--- src/rtl/pixel_reorder_queue.sv ---
// Multi-channel pixel reorder queue: per-engine FIFOs re-emitted in strict raster order.
// The block owns the expected raster coordinate and pops whichever channel head matches it.
module pixel_reorder_queue #(
    parameter int unsigned DATA_WIDTH = 10,
    parameter int unsigned RGB_SIZE   = 24,
    parameter int unsigned DEPTH      = 8,
    parameter int unsigned NUM_CH     = 4,
    parameter int unsigned H_RES      = 640,
    parameter int unsigned V_RES      = 480,
    parameter int unsigned DEDUP      = 1
) (
    input  logic                           clk,
    input  logic                           reset,
    input  logic [NUM_CH-1:0]              in_valid,
    output logic [NUM_CH-1:0]              in_ready,
    input  logic [NUM_CH*RGB_SIZE-1:0]     in_colour,
    input  logic [NUM_CH*DATA_WIDTH-1:0]   in_x,
    input  logic [NUM_CH*DATA_WIDTH-1:0]   in_y,
    output logic                           out_valid,
    input  logic                           out_ready,
    output logic [RGB_SIZE-1:0]            out_colour,
    output logic [DATA_WIDTH-1:0]          out_x,
    output logic [DATA_WIDTH-1:0]          out_y,
    output logic                           out_sof,
    output logic                           out_eol,
    output logic [NUM_CH-1:0]              full,
    output logic [NUM_CH-1:0]              empty,
    output logic [15:0]                    drop_count,
    output logic                           deadlock
);

    localparam int unsigned PTR_W   = $clog2(DEPTH);
    localparam int unsigned CNT_W   = PTR_W + 1;
    localparam int unsigned ENTRY_W = RGB_SIZE + 2 * DATA_WIDTH;
    localparam int unsigned IDX_W   = (NUM_CH > 1) ? $clog2(NUM_CH) : 1;
    localparam int unsigned NDROP_W = $clog2(NUM_CH + 1);

    logic [ENTRY_W-1:0]    head [NUM_CH];
    logic [NUM_CH-1:0]     store;
    logic [NUM_CH-1:0]     drop;
    logic [NUM_CH-1:0]     match;
    logic [NUM_CH-1:0]     pop;
    logic                  any_match;
    logic                  load;
    logic [IDX_W-1:0]      win;
    logic [NDROP_W-1:0]    ndrop;
    logic [16:0]           drop_sum;
    logic [DATA_WIDTH-1:0] ex;
    logic [DATA_WIDTH-1:0] ey;
    logic                  ex_last;
    logic                  ey_last;

    assign ex_last = (ex == DATA_WIDTH'(H_RES - 1));
    assign ey_last = (ey == DATA_WIDTH'(V_RES - 1));

    // Per-channel FIFO, dedup tracking and head match against the expected coordinate.
    for (genvar g = 0; g < NUM_CH; g++) begin : g_ch
        logic [ENTRY_W-1:0]    mem [DEPTH];
        logic [PTR_W-1:0]      wr_ptr;
        logic [PTR_W-1:0]      rd_ptr;
        logic [CNT_W-1:0]      count;
        logic [DATA_WIDTH-1:0] last_x;
        logic [DATA_WIDTH-1:0] last_y;
        logic                  last_v;
        logic [DATA_WIDTH-1:0] cx;
        logic [DATA_WIDTH-1:0] cy;
        logic [RGB_SIZE-1:0]   ccol;
        logic                  push;
        logic                  dup;

        assign cx   = in_x[g*DATA_WIDTH +: DATA_WIDTH];
        assign cy   = in_y[g*DATA_WIDTH +: DATA_WIDTH];
        assign ccol = in_colour[g*RGB_SIZE +: RGB_SIZE];

        assign full[g]     = (count == CNT_W'(DEPTH));
        assign empty[g]    = (count == '0);
        assign in_ready[g] = !full[g];

        assign push     = in_valid[g] && in_ready[g];
        assign dup      = (DEDUP != 0) && last_v && (cx == last_x) && (cy == last_y);
        assign store[g] = push && !dup;
        assign drop[g]  = push && dup;

        assign head[g]  = mem[rd_ptr];
        assign match[g] = !empty[g]
                          && (head[g][2*DATA_WIDTH-1:DATA_WIDTH] == ex)
                          && (head[g][DATA_WIDTH-1:0] == ey);

        always_ff @(posedge clk) begin
            if (store[g]) begin
                mem[wr_ptr] <= {ccol, cx, cy};
            end
        end

        always_ff @(posedge clk) begin
            if (reset) begin
                wr_ptr <= '0;
                rd_ptr <= '0;
                count  <= '0;
                last_x <= '0;
                last_y <= '0;
                last_v <= 1'b0;
            end else begin
                if (store[g]) begin
                    wr_ptr <= wr_ptr + 1'b1;
                    last_x <= cx;
                    last_y <= cy;
                    last_v <= 1'b1;
                end
                if (pop[g]) begin
                    rd_ptr <= rd_ptr + 1'b1;
                end
                count <= count + CNT_W'(store[g]) - CNT_W'(pop[g]);
            end
        end
    end

    // Lowest-index matching channel wins the output register.
    always_comb begin
        any_match = 1'b0;
        win       = '0;
        ndrop     = '0;
        pop       = '0;
        for (int c = NUM_CH - 1; c >= 0; c--) begin
            if (match[c]) begin
                any_match = 1'b1;
                win       = IDX_W'(c);
            end
        end
        load = (!out_valid || out_ready) && any_match;
        for (int c = 0; c < NUM_CH; c++) begin
            pop[c] = load && (win == IDX_W'(c));
            ndrop  = ndrop + NDROP_W'(drop[c]);
        end
    end

    assign drop_sum = {1'b0, drop_count} + 17'(ndrop);

    // Output register, raster counter, drop counter and deadlock flag.
    always_ff @(posedge clk) begin
        if (reset) begin
            out_valid  <= 1'b0;
            out_sof    <= 1'b0;
            out_eol    <= 1'b0;
            out_colour <= '0;
            out_x      <= '0;
            out_y      <= '0;
            ex         <= '0;
            ey         <= '0;
            drop_count <= '0;
            deadlock   <= 1'b0;
        end else begin
            if (load) begin
                out_valid  <= 1'b1;
                out_colour <= head[win][ENTRY_W-1:2*DATA_WIDTH];
                out_x      <= head[win][2*DATA_WIDTH-1:DATA_WIDTH];
                out_y      <= head[win][DATA_WIDTH-1:0];
                out_sof    <= (ex == '0) && (ey == '0);
                out_eol    <= ex_last;
                if (ex_last) begin
                    ex <= '0;
                    ey <= ey_last ? '0 : ey + 1'b1;
                end else begin
                    ex <= ex + 1'b1;
                end
            end else if (out_ready) begin
                out_valid <= 1'b0;
                out_sof   <= 1'b0;
                out_eol   <= 1'b0;
            end

            drop_count <= drop_sum[16] ? 16'hFFFF : drop_sum[15:0];

            if (any_match) begin
                deadlock <= 1'b0;
            end else if (&full) begin
                deadlock <= 1'b1;
            end
        end
    end

endmodule

--- config.mk ---
export PLATFORM = sky130hd
export DESIGN_NAME = pixel_reorder_queue
export DESIGN_NICKNAME = d
export VERILOG_FILES = /design/src/rtl/pixel_reorder_queue.sv
export SDC_FILE = /design/constraint.sdc
export NUM_CORES = 2
export LEC_CHECK = 0
export ABC_AREA = 1
export CORE_MARGIN = 2
export CORE_UTILIZATION = 45
export DETAILED_ROUTE_END_ITERATION = 12
export GPL_TIMING_DRIVEN = 0
export SLEW_MARGIN = 20
export SYNTH_ARGS = -nofsm -noshare
export SYNTH_HDL_FRONTEND = slang
export SYNTH_SLANG_ARGS = --single-unit
--- constraint.sdc ---
create_clock -name clk -period 7 [get_ports clk]
set_input_delay 1.75 -clock clk [delete_from_list [all_inputs] [get_ports clk]]
set_output_delay 1.75 -clock clk [all_outputs]
set_load 0.01 [all_outputs]
; Word level (Yosys, flattened, before mapping)
; Memories as Yosys holds them, arrays and structs flattened. A register that Yosys moved wholly into a read port is not among the register bits.
; Index checks and enable logic that the tools add are counted.
[totals]
wordCells = 180
reg_bits = 208
input_bits = 183
output_inout_bits = 76
mem_count = 4
ramBits = 1408
[mem_list]
columns = memory, depth, word_bits, rd, rd_clocked_by_memory_dff, wr, line
row1 = g_ch[0].mem, 8, 44, 1, 1, 1, 58  ; logic [ENTRY_W-1:0] mem [DEPTH];
row2 = g_ch[1].mem, 8, 44, 1, 1, 1, 58
row3 = g_ch[2].mem, 8, 44, 1, 1, 1, 58
row4 = g_ch[3].mem, 8, 44, 1, 1, 1, 58
[classes]
bitwise = 1
n_mux = 34
n_addsub = 22
reduce_logical = 59
order_cmp = 1
n_eq_ne = 25
[op_table]
columns = operator, n
row1 = 10-bit == test, 16
row2 = 44-bit binary-select mux with 2-bit select, 1
row3 = 44-bit two-way mux, 2
row4 = 1-bit logical AND, 34
row5 = "3-bit by 1-bit adder with 3-bit output, second input constant", 8
row6 = 3-bit two-way mux, 8
row7 = "10-bit by 1-bit adder with 10-bit output, second input constant", 2
row8 = 10-bit logical NOT, 2
row9 = 10-bit two-way mux, 2
row10 = 16-bit by 3-bit adder with 17-bit output, 1
row11 = 4-bit by 1-bit adder with 4-bit output, 4
row12 = "4-bit == test, second input constant", 4
row13 = 4-bit logical NOT, 4
row14 = 1-bit two-way mux, 16
row15 = 16-bit two-way mux, 1
row16 = 4-bit by 1-bit subtractor with 4-bit output, 4
row17 = 1-bit logical NOT, 13
row18 = "10-bit == test, second input constant", 1
row19 = "10-bit by 9-bit == test with 1-bit output, second input constant", 1
row20 = 2-bit two-way mux, 4
row21 = "2-bit == test, second input constant", 2
row22 = 4-bit AND reduction, 1
row23 = 2-bit by 1-bit adder with 3-bit output, 1
row24 = 3-bit by 1-bit adder with 3-bit output, 1
row25 = other kinds (9), 9

; Logic depth before layout (Yosys ltp)
[depth]
depth_word = 12
ltp_mapped = 29
mapped_depth_nobuf = 27

; Worst setup path after synthesis
; No wires, ideal clock.
[synth_path]
kind = input to register
startpoint = input port in_y[6]
endpoint = register drop_count[11]
required_ns = 6.942
setup_slack_ns = 1.467
stages = 24
t_arrival_ns = 5.475
path_cell_list = inv_1 -> o22ai_1 -> a211oi_1 -> nand3_1 -> nor4_1 -> nand4_1 -> fa_1 -> fa_1 -> inv_1 -> fa_1 -> inv_1 -> nor3_1 -> inv_1 -> nor3_1 -> inv_1 -> nor3_1 -> nand2_1 -> nor2_1 -> nand3_1 -> nor2_1 -> clkinv_1 -> o31ai_1 -> o21ai_0 -> inv_1
[synth_between]
elab_chain_cells = 8
[synth_lines]
columns = item, line
row1 = start: declaration, 18  ; input logic [NUM_CH*DATA_WIDTH-1:0] in_y,
row2 = 10-bit == test, 80  ; assign dup = (DEDUP != 0) && last_v && (cx == last_x) && (cy == last_y);
row3 = 1-bit logical AND, 80
row4 = 1-bit logical AND, 82  ; assign drop[g] = push && dup;
row5 = 1-bit by 1-bit adder with 2-bit output, 133  ; ndrop = ndrop + NDROP_W'(drop[c]);
row6 = 2-bit by 1-bit adder with 3-bit output, 133
row7 = 3-bit by 1-bit adder with 3-bit output, 133
row8 = 16-bit by 3-bit adder with 17-bit output, 137  ; assign drop_sum = {1'b0, drop_count} + 17'(ndrop);
row9 = 16-bit two-way mux, 172  ; drop_count <= drop_sum[16] ? 16'hFFFF : drop_sum[15:0];
row10 = end signal: assignment, 172
row11 = end: declaration, 28  ; output logic [15:0] drop_count,
; No other way between the ends.
; A chain may end at the register's enable or synchronous reset.

; Worst setup path after layout
[layout_path]
startpoint = input port in_x[27]
endpoint = register drop_count[13]
[layout_between]
elab_chain_cells = 8
[layout_lines]
columns = item, line
row1 = start: declaration, 17  ; input logic [NUM_CH*DATA_WIDTH-1:0] in_x,
row2 = 10-bit == test, 80
row3 = 1-bit logical AND (2 in a row), 80
row4 = 1-bit logical AND, 82
row5 = 2-bit by 1-bit adder with 3-bit output, 133
row6 = 3-bit by 1-bit adder with 3-bit output, 133
row7 = 16-bit by 3-bit adder with 17-bit output, 137
row8 = 16-bit two-way mux, 172
; No other way between the ends.

==> flow_results.xml <==
<?xml version="1.0" encoding="UTF-8"?>
<metrics>
  <group name="synth">
    <metric name="synth-compound-area-share" unit="">0.0783</metric>
    <metric name="synth_mux_area_frac" unit="">0</metric>
    <metric name="synthMostInstantiatedCell" unit="">sky130_fd_sc_hd__nand2_1</metric>
    <metric name="top_flip_flop_cell_by_instance_count_after_synthesis" unit="">sky130_fd_sc_hd__edfxtp_1</metric>
    <metric name="synth.yosys.seq_area_share" unit="">0.677</metric>
    <metric name="mappedNetlistNets" unit="">6782</metric>
    <metric name="synth-edff-count" unit="">1408</metric>
    <metric name="postSynthCellCount" unit="">6555</metric>
    <metric name="synth_xor_xnor_area_share" unit="">0.00559</metric>
    <metric name="synth_common_cells" unit="">sky130_fd_sc_hd__nand2_1 (1666), sky130_fd_sc_hd__edfxtp_1 (1408), sky130_fd_sc_hd__nor2_1 (652)</metric>
    <metric name="synth.yosys.warnings" unit="">0</metric>
    <metric name="yosys-top-cells-area" unit="">sky130_fd_sc_hd__edfxtp_1 (61%), sky130_fd_sc_hd__nand2_1 (9.1%), sky130_fd_sc_hd__dfxtp_1 (6.4%)</metric>
    <metric name="post_synth.cell_area_avg" unit="sq um">10.5</metric>
    <metric name="ys_async_sr_fraction" unit="">0</metric>
    <metric name="synth-simple-area-share" unit="">0.174</metric>
    <metric name="post_synth_instance_area" unit="sq um">68900</metric>
    <metric name="ys_seq_elements" unit="">1628</metric>
    <metric name="main_combinational_cell_family_by_area_after_synthesis" unit="">simple AND/OR/NAND/NOR gates</metric>
    <metric name="yosys.area_share.adder" unit="">0.00875</metric>
    <metric name="yosys.cell_types.count" unit="">52</metric>
    <metric name="synth_largest_type_area_fraction" unit="">0.613</metric>
    <metric name="synth_top_area_cell" unit="">sky130_fd_sc_hd__edfxtp_1</metric>
  </group>
  <group name="finish">
    <metric name="final_net_count" unit="">7278</metric>
    <metric name="area_growth_syn_to_layout" unit="%">18.3</metric>
    <metric name="stdcell_count" unit="">9241</metric>
    <metric name="area_taken_by_multi_input_logic_gates" unit="sq um">18700</metric>
    <metric name="sequential_cell_area_in_the_final_layout" unit="sq um">46700</metric>
    <metric name="fillerInstances" unit="">13200</metric>
    <metric name="drive_above_1_share" unit="">0.0695</metric>
  </group>
  <group name="setup_path">
    <metric name="critical_path_maximum_fanout" unit="">10</metric>
    <metric name="crit_family" unit="">simple AND/OR/NAND/NOR gates</metric>
    <metric name="worst_path_cell_trace" unit="">clkdlybuf4s50_1 &gt; inv_1 &gt; a221oi_1 &gt; nand2_1 &gt; nor3_1 &gt; nand4_1 &gt; fa_1 &gt; fa_2 &gt; inv_1 &gt; fa_1 &gt; inv_1 &gt; nor3_1 &gt; inv_1 &gt; nor3_1 &gt; inv_1 &gt; nor3_1 &gt; nand2_1 &gt; nor2_1 &gt; nand3_2 &gt; nor2_4 &gt; clkinv_2 &gt; o21ai_0 &gt; o21ai_0 &gt; inv_1</metric>
    <metric name="most_frequent_cp_cell" unit="">sky130_fd_sc_hd__inv_1</metric>
    <metric name="crit_required" unit="ns">7.74</metric>
    <metric name="ff2ff_setup_slack" unit="ns">1.69</metric>
    <metric name="critical-path-slowest-cell" unit="">sky130_fd_sc_hd__fa_1</metric>
    <metric name="cp-start-kind" unit="">primary input</metric>
    <metric name="timing.critical_path.to_type" unit="">register</metric>
    <metric name="worst_path_largest_cell_delay" unit="ns">0.73</metric>
    <metric name="timing.critical_path.arrival" unit="ns">7.39</metric>
    <metric name="critPathBufInv" unit="">8</metric>
    <metric name="critical_path_class" unit="">primary input to register</metric>
  </group>
  <group name="placed_design">
    <metric name="dp_worst_setup_slack" unit="ns">-0.870</metric>
    <metric name="dpl.hpwl" unit="mm">164</metric>
    <metric name="port_buffers" unit="">257</metric>
    <metric name="gp_weighted_congestion" unit="">0.987</metric>
    <metric name="numPlacedInstances" unit="">8907</metric>
  </group>
  <group name="routing">
    <metric name="antenna_violating_nets_post_route" unit="">0</metric>
    <metric name="detail_route.drc_violations" unit="">0</metric>
    <metric name="routed_wirelength" unit="mm">230</metric>
    <metric name="number_of_search_and_repair_iterations_in_the_first_detailed_routing_pass" unit="">7</metric>
    <metric name="route.vias.total" unit="">51600</metric>
    <metric name="routed_via_density" unit="">5.58</metric>
    <metric name="wl_per_cell" unit="um">24.9</metric>
    <metric name="initial_drt_markers" unit="">6314</metric>
  </group>
  <group name="sta">
    <metric name="slew_at_the_pin_with_the_worst_max_slew_slack" unit="ns">1.24</metric>
    <metric name="finalCriticalPeriod" unit="ns">6.65</metric>
    <metric name="post-route-period-util" unit="">0.951</metric>
    <metric name="fin_skew" unit="ns">0.0393</metric>
    <metric name="relSlewSlack" unit="">0.170</metric>
    <metric name="setup_slack" unit="ns">0.346</metric>
    <metric name="max_slew_vio_count" unit="">0</metric>
    <metric name="max_freq" unit="MHz">150</metric>
    <metric name="report.final.hold_viol_count" unit="">0</metric>
    <metric name="report.final.setup_viol" unit="">0</metric>
  </group>
  <group name="global_route">
    <metric name="grt_overflow_total" unit="">0</metric>
    <metric name="first_global_vias" unit="">48100</metric>
    <metric name="grt_start_max_net_pins" unit="">22</metric>
    <metric name="grt_antenna_before_repair" unit="">19</metric>
    <metric name="global_route_wire_length_before_repair" unit="mm">329</metric>
    <metric name="grt_use_total" unit="">0.289</metric>
  </group>
  <group name="cts">
    <metric name="number_of_buffers_added_by_the_clock_tree_synthesis_step" unit="">172</metric>
    <metric name="hold_buffers" unit="">0</metric>
    <metric name="clk-insertion-delay-late" unit="ns">0.83</metric>
    <metric name="tritoncts" unit="">done</metric>
    <metric name="clk_pin_slew_worst_paths" unit="ns">0.06</metric>
    <metric name="cts_root_buf" unit="">sky130_fd_sc_hd__clkbuf_16</metric>
    <metric name="cts.sinks" unit="">1628</metric>
    <metric name="cts_max_path_buffers" unit="">3</metric>
    <metric name="cts.htree.levels" unit="">4</metric>
  </group>
  <group name="die">
    <metric name="core.rowCount" unit="">143</metric>
    <metric name="die_area" unit="sq um">156000</metric>
    <metric name="dieHeight" unit="um">395</metric>
    <metric name="die_width" unit="um">395</metric>
    <metric name="pin_count" unit="">259</metric>
    <metric name="core_area" unit="sq um">152000</metric>
    <metric name="floorplan.initialDensity" unit="">0.453</metric>
  </group>
  <group name="pwr">
    <metric name="power-per-cell-area" unit="nW/um^2">278</metric>
    <metric name="cellLeakagePower" unit="uW">0.0313</metric>
    <metric name="peakVddDrop" unit="uV">224</metric>
  </group>
  <group name="flow_run">
    <metric name="cap_viol_max_count" unit="">0</metric>
  </group>
  <group name="min_path">
    <metric name="timing.hold.worst.class" unit="">register to register</metric>
  </group>
  <group name="status">
    <metric name="status" unit="">complete, no violations</metric>
  </group>
</metrics>
-- power breakdown --
group / total (uW) / internal [uW] / switching (uW)
clock network: 9240 / 5330 / 3910
registers: 11300 / 11100 / 145
logic: 2180 / 681 / 1500
total: 22700 / 17100 / 5560
-- layout by cell type, fill, tap and decap left out, types with 48 or more instances in the layout --
cell type,instances
sky130_fd_sc_hd__clkbuf_1,241
sky130_fd_sc_hd__clkdlybuf4s50_1,250
sky130_fd_sc_hd__o22ai_1,113
sky130_fd_sc_hd__dfxtp_1,220
sky130_fd_sc_hd__a21oi_1,211
sky130_fd_sc_hd__a32o_1,94
sky130_fd_sc_hd__nor2_1,619
sky130_fd_sc_hd__inv_1,592
sky130_fd_sc_hd__buf_2,81
sky130_fd_sc_hd__edfxtp_1,1408
sky130_fd_sc_hd__nand4_1,48
sky130_fd_sc_hd__clkbuf_16,176
sky130_fd_sc_hd__nand3_1,516
sky130_fd_sc_hd__o21ai_0,466
sky130_fd_sc_hd__nand2_1,1666
-- registers in the layout (all words and copies together), names as in the netlist, named ones only --
register,flops
deadlock,1
drop_count,16
ex,10
ey,10
g_ch.count,16
g_ch.last_v,4
g_ch.last_x,40
g_ch.last_y,40
g_ch.mem,1408
g_ch.rd_ptr,12
g_ch.wr_ptr,12
out_colour,24
out_eol,1
out_sof,1
out_valid,1
out_x,10
out_y,10
-- metal layers --
layer	part of all wire	GRT usage	wire [um]	vias to the layer above
met5	0.00024	0	54	-
met1	0.41	0.409	94700	25100
met4	0.038	0.110	8760	10
met3	0.10	0.0546	23400	389
met2	0.45	0.443	103000	2627
li1	-	-	-	23400
-- worst paths after layout --
| check | cells after the start | startpoint | endpoint |
|---|---|---|---|
| min | 2 | g_ch[3].last_v | g_ch[3].last_v |
| max reg2reg | 23 | g_ch[2].last_x[9] | drop_count[13] |
| max | 24 | in_x[27] | drop_count[13] |
| min reg2reg | 2 | g_ch[3].last_v | g_ch[3].last_v |
-- cells by family (layout without fill, tap and decap cells) --
kind of cell / after synthesis / in the layout
AND/OR/NAND/NOR: 2949 / 2949
flip-flops: 1628 / 1628
buffers and inverters: 953 / 1597
AO/OA/AOI/OAI: 937 / 937
adder cells (fa/ha/maj): 44 / 44
XOR/XNOR: 44 / 44
other: 0 / 12
-- repair_timing --
item,4_1_cts,5_1_grt
setup endpoints to repair,2,16
setup buffers,0,0
pin swaps,2,4
resized for setup,1,15
-- metrics by stage --
step                setup TNS (ns)  total power, uW  instance area, sq um   util  hold WS [ns]
detailed placement           -9.95            13600                 75800  0.498         0.458
finish                           0            22700                 81500  0.536         0.471
floorplan                        0            12500                 68900      -         0.434
global route               -0.0439            23400                 81500  0.536         0.502
CTS                              0            22700                 81400  0.536         0.473
global placement          -1200.43            13500                 74000  0.487         0.453
-- area by class of cell --
type,count,share of cell area
clock buffer,227,0.0575
multi-input combinational,3974,0.229
sequential,1628,0.573
tap,2030,0.0312
buffer,348,0.0193
antenna,12,0.000368
timing repair buffer,322,0.0499
inverter,605,0.0279
clock inverter,95,0.0122
-- worst reg2reg max path, cell delays in order (launching register included) --
cell and delay, ns:
sky130_fd_sc_hd__dfxtp_1 0.31, sky130_fd_sc_hd__xor2_1 0.16, sky130_fd_sc_hd__a211oi_1 0.21, sky130_fd_sc_hd__nand3_1 0.13
sky130_fd_sc_hd__nor4_2 0.25, sky130_fd_sc_hd__nand4_1 0.66, sky130_fd_sc_hd__fa_1 0.75, sky130_fd_sc_hd__fa_2 0.35
sky130_fd_sc_hd__inv_1 0.08, sky130_fd_sc_hd__fa_1 0.19, sky130_fd_sc_hd__inv_1 0.06, sky130_fd_sc_hd__nor3_1 0.27
sky130_fd_sc_hd__inv_1 0.10, sky130_fd_sc_hd__nor3_1 0.22, sky130_fd_sc_hd__inv_1 0.10, sky130_fd_sc_hd__nor3_1 0.25
sky130_fd_sc_hd__nand2_1 0.08, sky130_fd_sc_hd__nor2_1 0.20, sky130_fd_sc_hd__nand3_2 0.19, sky130_fd_sc_hd__nor2_4 0.19
sky130_fd_sc_hd__clkinv_2 0.18, sky130_fd_sc_hd__o21ai_0 0.12, sky130_fd_sc_hd__o21ai_0 0.10, sky130_fd_sc_hd__inv_1 0.08
(Power assumes the default switching activity.)
